==> config.mk <==
export PLATFORM = sky130hd
export DESIGN_NAME = img_win_read
export DESIGN_NICKNAME = d
export VERILOG_FILES = /design/src/rtl/img_pkg.sv /design/src/rtl/img_rd_lat_pipe.sv /design/src/rtl/img_win_read.sv
export SDC_FILE = /design/constraint.sdc
export NUM_CORES = 1
export LEC_CHECK = 0
export CAP_MARGIN = 25
export CORE_MARGIN = 4
export CORE_UTILIZATION = 27
export DETAILED_ROUTE_END_ITERATION = 10
export PLACE_DENSITY = 0.56
export SYNTH_ARGS = -nofsm -noshare
export SYNTH_HDL_FRONTEND = slang
export SYNTH_HIERARCHICAL = 1
export SYNTH_SLANG_ARGS = --single-unit
==> constraint.sdc <==
create_clock -name clk -period 6 [get_ports clk]
set_input_delay 1.8 -clock clk [delete_from_list [all_inputs] [get_ports clk]]
set_output_delay 1.8 -clock clk [all_outputs]
set_load 0.1 [all_outputs]
==> src/rtl/img_pkg.sv <==
// Shared constants and types for the image window read path.
// Image geometry, state encoding and counter types used by the addresser and its read pipe.
package img_pkg;

    localparam int IMG_W  = 28;
    localparam int IMG_H  = 28;
    localparam int K      = 3;
    localparam int ADDR_W = 10;
    localparam int DATA_W = 8;
    localparam int KK     = K * K;
    localparam int TAP_W  = $clog2(KK);

    typedef enum logic [2:0] {
        IDLE,
        FETCH,
        WAIT,
        PRESENT,
        DONE
    } rd_state_t;

    typedef logic [TAP_W-1:0] tap_t;
    typedef logic [7:0]       coord_t;

endpackage

==> src/rtl/img_rd_lat_pipe.sv <==
// Delay line that carries {valid, tap index} alongside the image RAM read latency,
// so returning data lands in the window slot of the tap that requested it.
module img_rd_lat_pipe
    import img_pkg::*;
#(
    parameter int DEPTH = 1
) (
    input  logic clk,
    input  logic reset_n,
    input  logic in_valid,
    input  tap_t in_tap,
    output logic out_valid,
    output tap_t out_tap
);

    logic [DEPTH-1:0] vld_q;
    tap_t             tap_q [DEPTH];

    always_ff @(posedge clk or negedge reset_n) begin
        if (!reset_n) begin
            vld_q <= '0;
            for (int s = 0; s < DEPTH; s++) begin
                tap_q[s] <= '0;
            end
        end else begin
            vld_q[0] <= in_valid;
            tap_q[0] <= in_tap;
            for (int s = 1; s < DEPTH; s++) begin
                vld_q[s] <= vld_q[s-1];
                tap_q[s] <= tap_q[s-1];
            end
        end
    end

    assign out_valid = vld_q[DEPTH-1];
    assign out_tap   = tap_q[DEPTH-1];

endmodule

==> src/rtl/img_win_read.sv <==
// Walks every KxK window of the stored image, fetching one tap per cycle from the
// image RAM and presenting each completed window to the conv stage via valid/ready.
//
// state   | meaning
// IDLE    | waiting for start
// FETCH   | issuing K*K tap reads, one per cycle
// WAIT    | draining reads still in flight
// PRESENT | window complete, win_valid high until accepted
// DONE    | one-cycle done pulse after the last window
module img_win_read
    import img_pkg::*;
#(
    parameter int RD_LAT = 1
) (
    input  logic                   clk,
    input  logic                   reset_n,
    input  logic                   start,
    output logic                   rd_en,
    output logic [ADDR_W-1:0]      rd_addr,
    input  logic [DATA_W-1:0]      rd_data,
    output logic                   win_valid,
    input  logic                   win_ready,
    output logic [KK*DATA_W-1:0]   win_pixels,
    output logic [7:0]             win_row,
    output logic [7:0]             win_col,
    output logic                   busy,
    output logic                   done
);

    rd_state_t            state_q, state_d;
    tap_t                 tap_cnt;
    coord_t               tap_i, tap_j;
    coord_t               row_q, col_q;
    logic                 cap_valid;
    tap_t                 cap_tap;
    logic [KK*DATA_W-1:0] pix_q;
    logic                 last_tap, last_cap, accept, last_win;
    logic [ADDR_W-1:0]    addr_row, addr_col;

    assign last_tap = (tap_cnt == tap_t'(KK-1));
    assign last_cap = cap_valid && (cap_tap == tap_t'(KK-1));
    assign accept   = (state_q == PRESENT) && win_ready;
    assign last_win = (row_q == coord_t'(IMG_H-K)) && (col_q == coord_t'(IMG_W-K));

    always_ff @(posedge clk or negedge reset_n) begin
        if (!reset_n) begin
            state_q <= IDLE;
        end else begin
            state_q <= state_d;
        end
    end

    always_comb begin
        state_d = state_q;
        case (state_q)
            IDLE:    if (start)     state_d = FETCH;
            FETCH:   if (last_tap)  state_d = WAIT;
            WAIT:    if (last_cap)  state_d = PRESENT;
            PRESENT: if (win_ready) state_d = last_win ? DONE : FETCH;
            DONE:                   state_d = IDLE;
            default:                state_d = IDLE;
        endcase
    end

    // Tap walk (t, i, j) plus window origin; origin clears at start and after the last window
    always_ff @(posedge clk or negedge reset_n) begin
        if (!reset_n) begin
            tap_cnt <= '0;
            tap_i   <= '0;
            tap_j   <= '0;
            row_q   <= '0;
            col_q   <= '0;
        end else begin
            if (state_q == IDLE && start) begin
                tap_cnt <= '0;
                tap_i   <= '0;
                tap_j   <= '0;
                row_q   <= '0;
                col_q   <= '0;
            end
            if (state_q == FETCH) begin
                if (last_tap) begin
                    tap_cnt <= '0;
                    tap_i   <= '0;
                    tap_j   <= '0;
                end else begin
                    tap_cnt <= tap_cnt + tap_t'(1);
                    if (tap_j == coord_t'(K-1)) begin
                        tap_j <= '0;
                        tap_i <= tap_i + coord_t'(1);
                    end else begin
                        tap_j <= tap_j + coord_t'(1);
                    end
                end
            end
            if (accept) begin
                if (last_win) begin
                    row_q <= '0;
                    col_q <= '0;
                end else if (col_q == coord_t'(IMG_W-K)) begin
                    col_q <= '0;
                    row_q <= row_q + coord_t'(1);
                end else begin
                    col_q <= col_q + coord_t'(1);
                end
            end
        end
    end

    img_rd_lat_pipe #(
        .DEPTH(RD_LAT)
    ) u_lat_pipe (
        .clk      (clk),
        .reset_n  (reset_n),
        .in_valid (rd_en),
        .in_tap   (tap_cnt),
        .out_valid(cap_valid),
        .out_tap  (cap_tap)
    );

    always_ff @(posedge clk or negedge reset_n) begin
        if (!reset_n) begin
            pix_q <= '0;
        end else if (cap_valid) begin
            for (int t = 0; t < KK; t++) begin
                if (cap_tap == tap_t'(t)) begin
                    pix_q[t*DATA_W +: DATA_W] <= rd_data;
                end
            end
        end
    end

    assign addr_row   = ADDR_W'(row_q) + ADDR_W'(tap_i);
    assign addr_col   = ADDR_W'(col_q) + ADDR_W'(tap_j);
    assign rd_en      = (state_q == FETCH);
    assign rd_addr    = rd_en ? (addr_row * ADDR_W'(IMG_W) + addr_col) : '0;
    assign win_valid  = (state_q == PRESENT);
    assign win_pixels = pix_q;
    assign win_row    = row_q;
    assign win_col    = col_q;
    assign busy       = (state_q == FETCH) || (state_q == WAIT) || (state_q == PRESENT);
    assign done       = (state_q == DONE);

endmodule

---- Word level (Yosys, flattened, before mapping) ----
Cells that the tools add are included.
word-level totals
  bits in registers ....................... 116
  input bits .............................. 12
  word-level logic and storage cells ...... 91
  output and inout port bits .............. 102
cells by class
  reduce and logical (&&, ||, !) cells .... 20
  $add $sub $neg .......................... 8
  equal/unequal tests ..................... 20
  multiplexer cells ....................... 25
  multipliers ............................. 1
operator list
  cell                 count
  $mux 8               15
  $add 8x1->8 const B  4
  $add 8x8->9          2
  $reduce_and 2->1     9
  $eq 4x3->1 const B   4
  $eq 8x5->1 const B   2
  $mux 3               5
  $mux 4               3
  $pmux 3 s4           1
  $add 10x9->10        1
  $mux 10              1
  $mul 9x3->8 const B  1
  $eq 4x2->1 const B   2
  $eq 4x4->1 const B   2
  $eq 8x2->1 const B   1
  $eq 3x2->1 const B   2
  $add 4x1->4 const B  1
  $eq 4x1->1 const B   1
  $logic_and 1x1->1    4
  $logic_not 4->1      1
  $ne 2x1->1 const B   2
  $ne 2x2->1 const B   2
  $reduce_and 4->1     1
  $reduce_bool 2->1    2
  other kinds (4)      5

---- Depth between registers and ports, before layout ----
  word-level depth ........................ 6
  depth in mapped cells ................... 18
  gate-level depth less buffers ........... 18

---- Hierarchy ----
The synthesis kept the hierarchy.
by module, submodules not included
  module           area an instance (um2)  instances  seq. area each (um2)  cells each
  img_win_read     6127.1                  1          2777.7                543
  img_rd_lat_pipe  125.1                   1          125.1                 5

---- Worst setup path after synthesis ----
Ideal clock, no wire load.
  kind .................................... reg2out
  start point ............................. register row_q[0] (netlist: win_row[0])
  end point ............................... output port rd_addr[9]
  stages on the path, launching flop included .. 17
  path slack .............................. -2.159 ns
  buffers on the path ..................... 0
  data arrival time ....................... 6.359 ns
  required time ........................... 4.200 ns
  cells stage by stage .................... dfrtp_1 -> ha_1 -> fa_1 -> a21o_1 -> a21oi_1 -> xor2_1 -> inv_1 -> fa_1 -> ha_1 -> xnor2_1 -> fa_1 -> ha_1 -> or4_1 -> o2bb2ai_1 -> xnor3_1 -> xnor3_1 -> nor2_1
on the way
  word-level cells in the longest chain between the ends .. 4
RTL lines
  item                      line                 RTL
  start: declaration        img_win_read.sv:33   coord_t row_q, col_q;
  start signal: assignment  img_win_read.sv:102  row_q <= row_q + coord_t'(1);
  $add 8x8->9               img_win_read.sv:133  assign addr_row = ADDR_W'(row_q) + ADDR_W'(tap_i);
  $mul 9x3->8               img_win_read.sv:136  assign rd_addr = rd_en ? (addr_row * ADDR_W'(IMG_W) + addr_col) : '0;
  $add 10x9->10             img_win_read.sv:136
  $mux 10                   img_win_read.sv:136
  end: declaration          img_win_read.sv:19   output logic [ADDR_W-1:0] rd_addr,
Every way passes these cells.

---- Worst setup path in the final report ----
Same ends and word-level chain as after synthesis.

==> impl_metrics.env <==
export IMPL_clock_skew_ps=8.924
export IMPL_synth_area_leader_cell="dfrtp_1"
export IMPL_globalRouteTotalUtil=0.1288
export IMPL_drt_iter0_drc=213
export IMPL_antenna_cells=0
export IMPL_dieArea_um2=25650
export IMPL_synth_cells=548
export IMPL_post_route_min_period_ps=6872
export IMPL_initial_utilization=0.2753
export IMPL_port_buffers=113
export IMPL_clockBufferDepth=2
export IMPL_cts_tree="yes"
export IMPL_path_class="reg -> out"
export IMPL_cts_buffers=17
export IMPL_rsz0062_at_grt="yes"
export IMPL_ys_ff_latch=116
export IMPL_yosysWarnings=6
export IMPL_path_buf_inv=3
export IMPL_fin_crit_sh=1.145
export IMPL_status="finished, violations left"
export IMPL_globalplace_congestion=0.7646
export IMPL_path_cells="ha_4 -> fa_2 -> xor2_4 -> fa_1 -> ha_2 -> inv_2 -> fa_2 -> inv_2 -> fa_1 -> ha_4 -> or4_4 -> o2bb2ai_4 -> xnor3_1 -> xnor3_1 -> nor2_4 -> buf_12"
export IMPL_fill_cells=2202
export IMPL_slew_viol_final=0
export IMPL_crit_family="adder cells"
export IMPL_row_count=55
export IMPL_arrival_ps=5070
export IMPL_die_h_um=160.2
export IMPL_fin_nets=772
export IMPL_clock_latency_ps=410
export IMPL_maxSlewHeadroom=0.2936
export IMPL_wirelength_mm=16.35
export IMPL_synthArstFlopShare=1.000
export IMPL_clkSlewWorstSetupHoldPaths_ps=60
export IMPL_required_ps=4200
export IMPL_vias=4764
export IMPL_synth_edf_count=0
export IMPL_synth_most_common_cell="dfrtp_1"
export IMPL_htreeDepth=4
export IMPL_cap_violations=0
export IMPL_routedWlPerCell_um=16.15
export IMPL_grt_pass1_wl_mm=26.52
export IMPL_post_place_cells=975
export IMPL_tightest_slew_ps=1056
export IMPL_ys_top_cells_by_area="dfrtp_1 (46%), mux2_2 (13%), ha_1 (6.8%)"
export IMPL_slowest_stage="or4_4"
export IMPL_dp_hpwl_mm=12.01
export IMPL_synth_avg_cell_area_um2=11.41
export IMPL_cts_root_buf="clkbuf_16"
export IMPL_antenna_left=0
export IMPL_crit_path_max_fanout=3
export IMPL_pin_count=114
export IMPL_slowest_delay_ps=540
export IMPL_drt_pass1_iter_count=4
export IMPL_ys_types=63
export IMPL_ys_seq_area_frac=0.4643
export IMPL_die_w_um=160.2
export IMPL_synth_common_cells="dfrtp_1 (116), mux2_2 (74), inv_1 (37)"
export IMPL_drive_gt1_frac=0.2944
export IMPL_cts_num_sinks=116
export IMPL_synth_top_area_frac=0.4643
export IMPL_coreArea_um2=22710
export IMPL_grt_pass1_vias=4760
export IMPL_finalSetupViolCount=5
export IMPL_instances_no_fill=1012
export IMPL_grt_max_degree=74
export IMPL_area_growth_pct=43.43
export IMPL_fin_ws_ps=-872.2
export IMPL_finalHoldViolations=0
export IMPL_max_freq_mhz=145.5
export IMPL_antenna_found_initial=0
export IMPL_route_detailed_drc=0
export IMPL_synth_ff_type="dfrtp_1"
export IMPL_syn_cell_area_um2=6252
export IMPL_min_path_type="reg -> reg"
export IMPL_cp_end_kind="output pin"
export IMPL_routed_via_density=4.708
export IMPL_synth_nets=606
export IMPL_start_kind="register"
export IMPL_overflow=0
export IMPL_violations="negative setup slack"
## per-layer routing
layer / vias to the layer above / track usage / routed length (um)
met1: 2322 / 0.1799 / 8022
met4: 0 / 0.04067 / 229
met5: - / 0 / 0
met2: 129 / 0.1979 / 7269
li1: 2290 / - / -
met3: 23 / 0.03071 / 824
## worst paths after layout
check,from,to,slack (ps),cells past startpoint
max in group asynchronous,reset_n,win_row[0]$_DFF_PN0_,4070,2
max reg2reg,state_q[1]$_DFFE_PN0P_,state_q[0]$_DFFE_PN0P_,3390,7
min,tap_cnt[1]$_DFFE_PN0P_,u_lat_pipe/out_tap[1]$_DFF_PN0_,460,0
min in group asynchronous,reset_n,win_pixels[61]$_DFFE_PN0P_,1470,2
min reg2reg,tap_cnt[1]$_DFFE_PN0P_,u_lat_pipe/out_tap[1]$_DFF_PN0_,460,0
max,win_row[0]$_DFF_PN0_,rd_addr[9],-870,16
## logic make-up after synthesis
kind of cell | Yosys count | synth area share
adder cells (fa/ha/maj) | 46 | 0.1065
AND/OR/NAND/NOR | 137 | 0.1203
XOR/XNOR | 29 | 0.04503
buffers and inverters | 52 | 0.03482
multiplexers | 74 | 0.1333
flip-flops | 116 | 0.4643
AO/OA/AOI/OAI | 94 | 0.09586
## metrics by stage
stage	area (um^2)	TNS [ps]	setup WS, ps	hold slack, ps	utilization
floorplan	6369	-1490	-744.5	416.0	-
global placement	8157	-913.9	-459.5	444.6	0.3592
detailed placement	8157	-996.8	-512.5	445.7	0.3592
CTS	8879	-3048	-925.4	458.4	0.3910
global route	8967	-3308	-1018	487.4	0.3949
finish	8967	-2582	-872.2	462.7	0.3949
## repair_timing
item                       CTS  global route
hold buffers                 0             0
setup endpoints to repair    5             5
setup buffers                2             2
gates cloned                 0             0
resized for setup           20            11
pin swaps                    9            10
## sequential cells by signal, indices dropped and copies added (netlist names)
register,count
win_pixels,72
tap_i,8
tap_j,8
win_col,8
win_row,8
tap_cnt,4
u_lat_pipe/out_tap,4
state_q,3
u_lat_pipe/out_valid,1
## layout make-up
| class | instances | area [um^2] | area share |
|---|---|---|---|
| clock inverters | 14 | 177.7 | 0.01981 |
| repair buffers | 161 | 1572 | 0.1752 |
| inverters | 38 | 142.6 | 0.01591 |
| multi-input cells | 380 | 3377 | 0.3766 |
| flip-flops and latches | 116 | 2913 | 0.3248 |
| clock buffers | 18 | 429.2 | 0.04786 |
| well taps | 285 | 356.6 | 0.03977 |
## layout by cell type (no fill, tap or decap), types with 10 or more instances in the layout
| master | netlist | layout |
|---|---|---|
| xnor2_1 | 13 | 10 |
| clkbuf_16 | 0 | 17 |
| buf_4 | 2 | 48 |
| clkdlybuf4s50_1 | 0 | 104 |
| a21oi_1 | 17 | 13 |
| ha_1 | 34 | 27 |
| o21ai_0 | 30 | 26 |
| dfrtp_1 | 116 | 110 |
| inv_1 | 37 | 35 |
| xor2_1 | 14 | 12 |
| nand2_1 | 31 | 31 |
| nor2_1 | 31 | 26 |
| nand3_1 | 14 | 14 |
| fa_1 | 12 | 10 |
| mux2_2 | 74 | 74 |
Power is left out: the tool's default activity adds up to more than one toggle a clock period on the data nets, which glitch-free logic cannot reach.
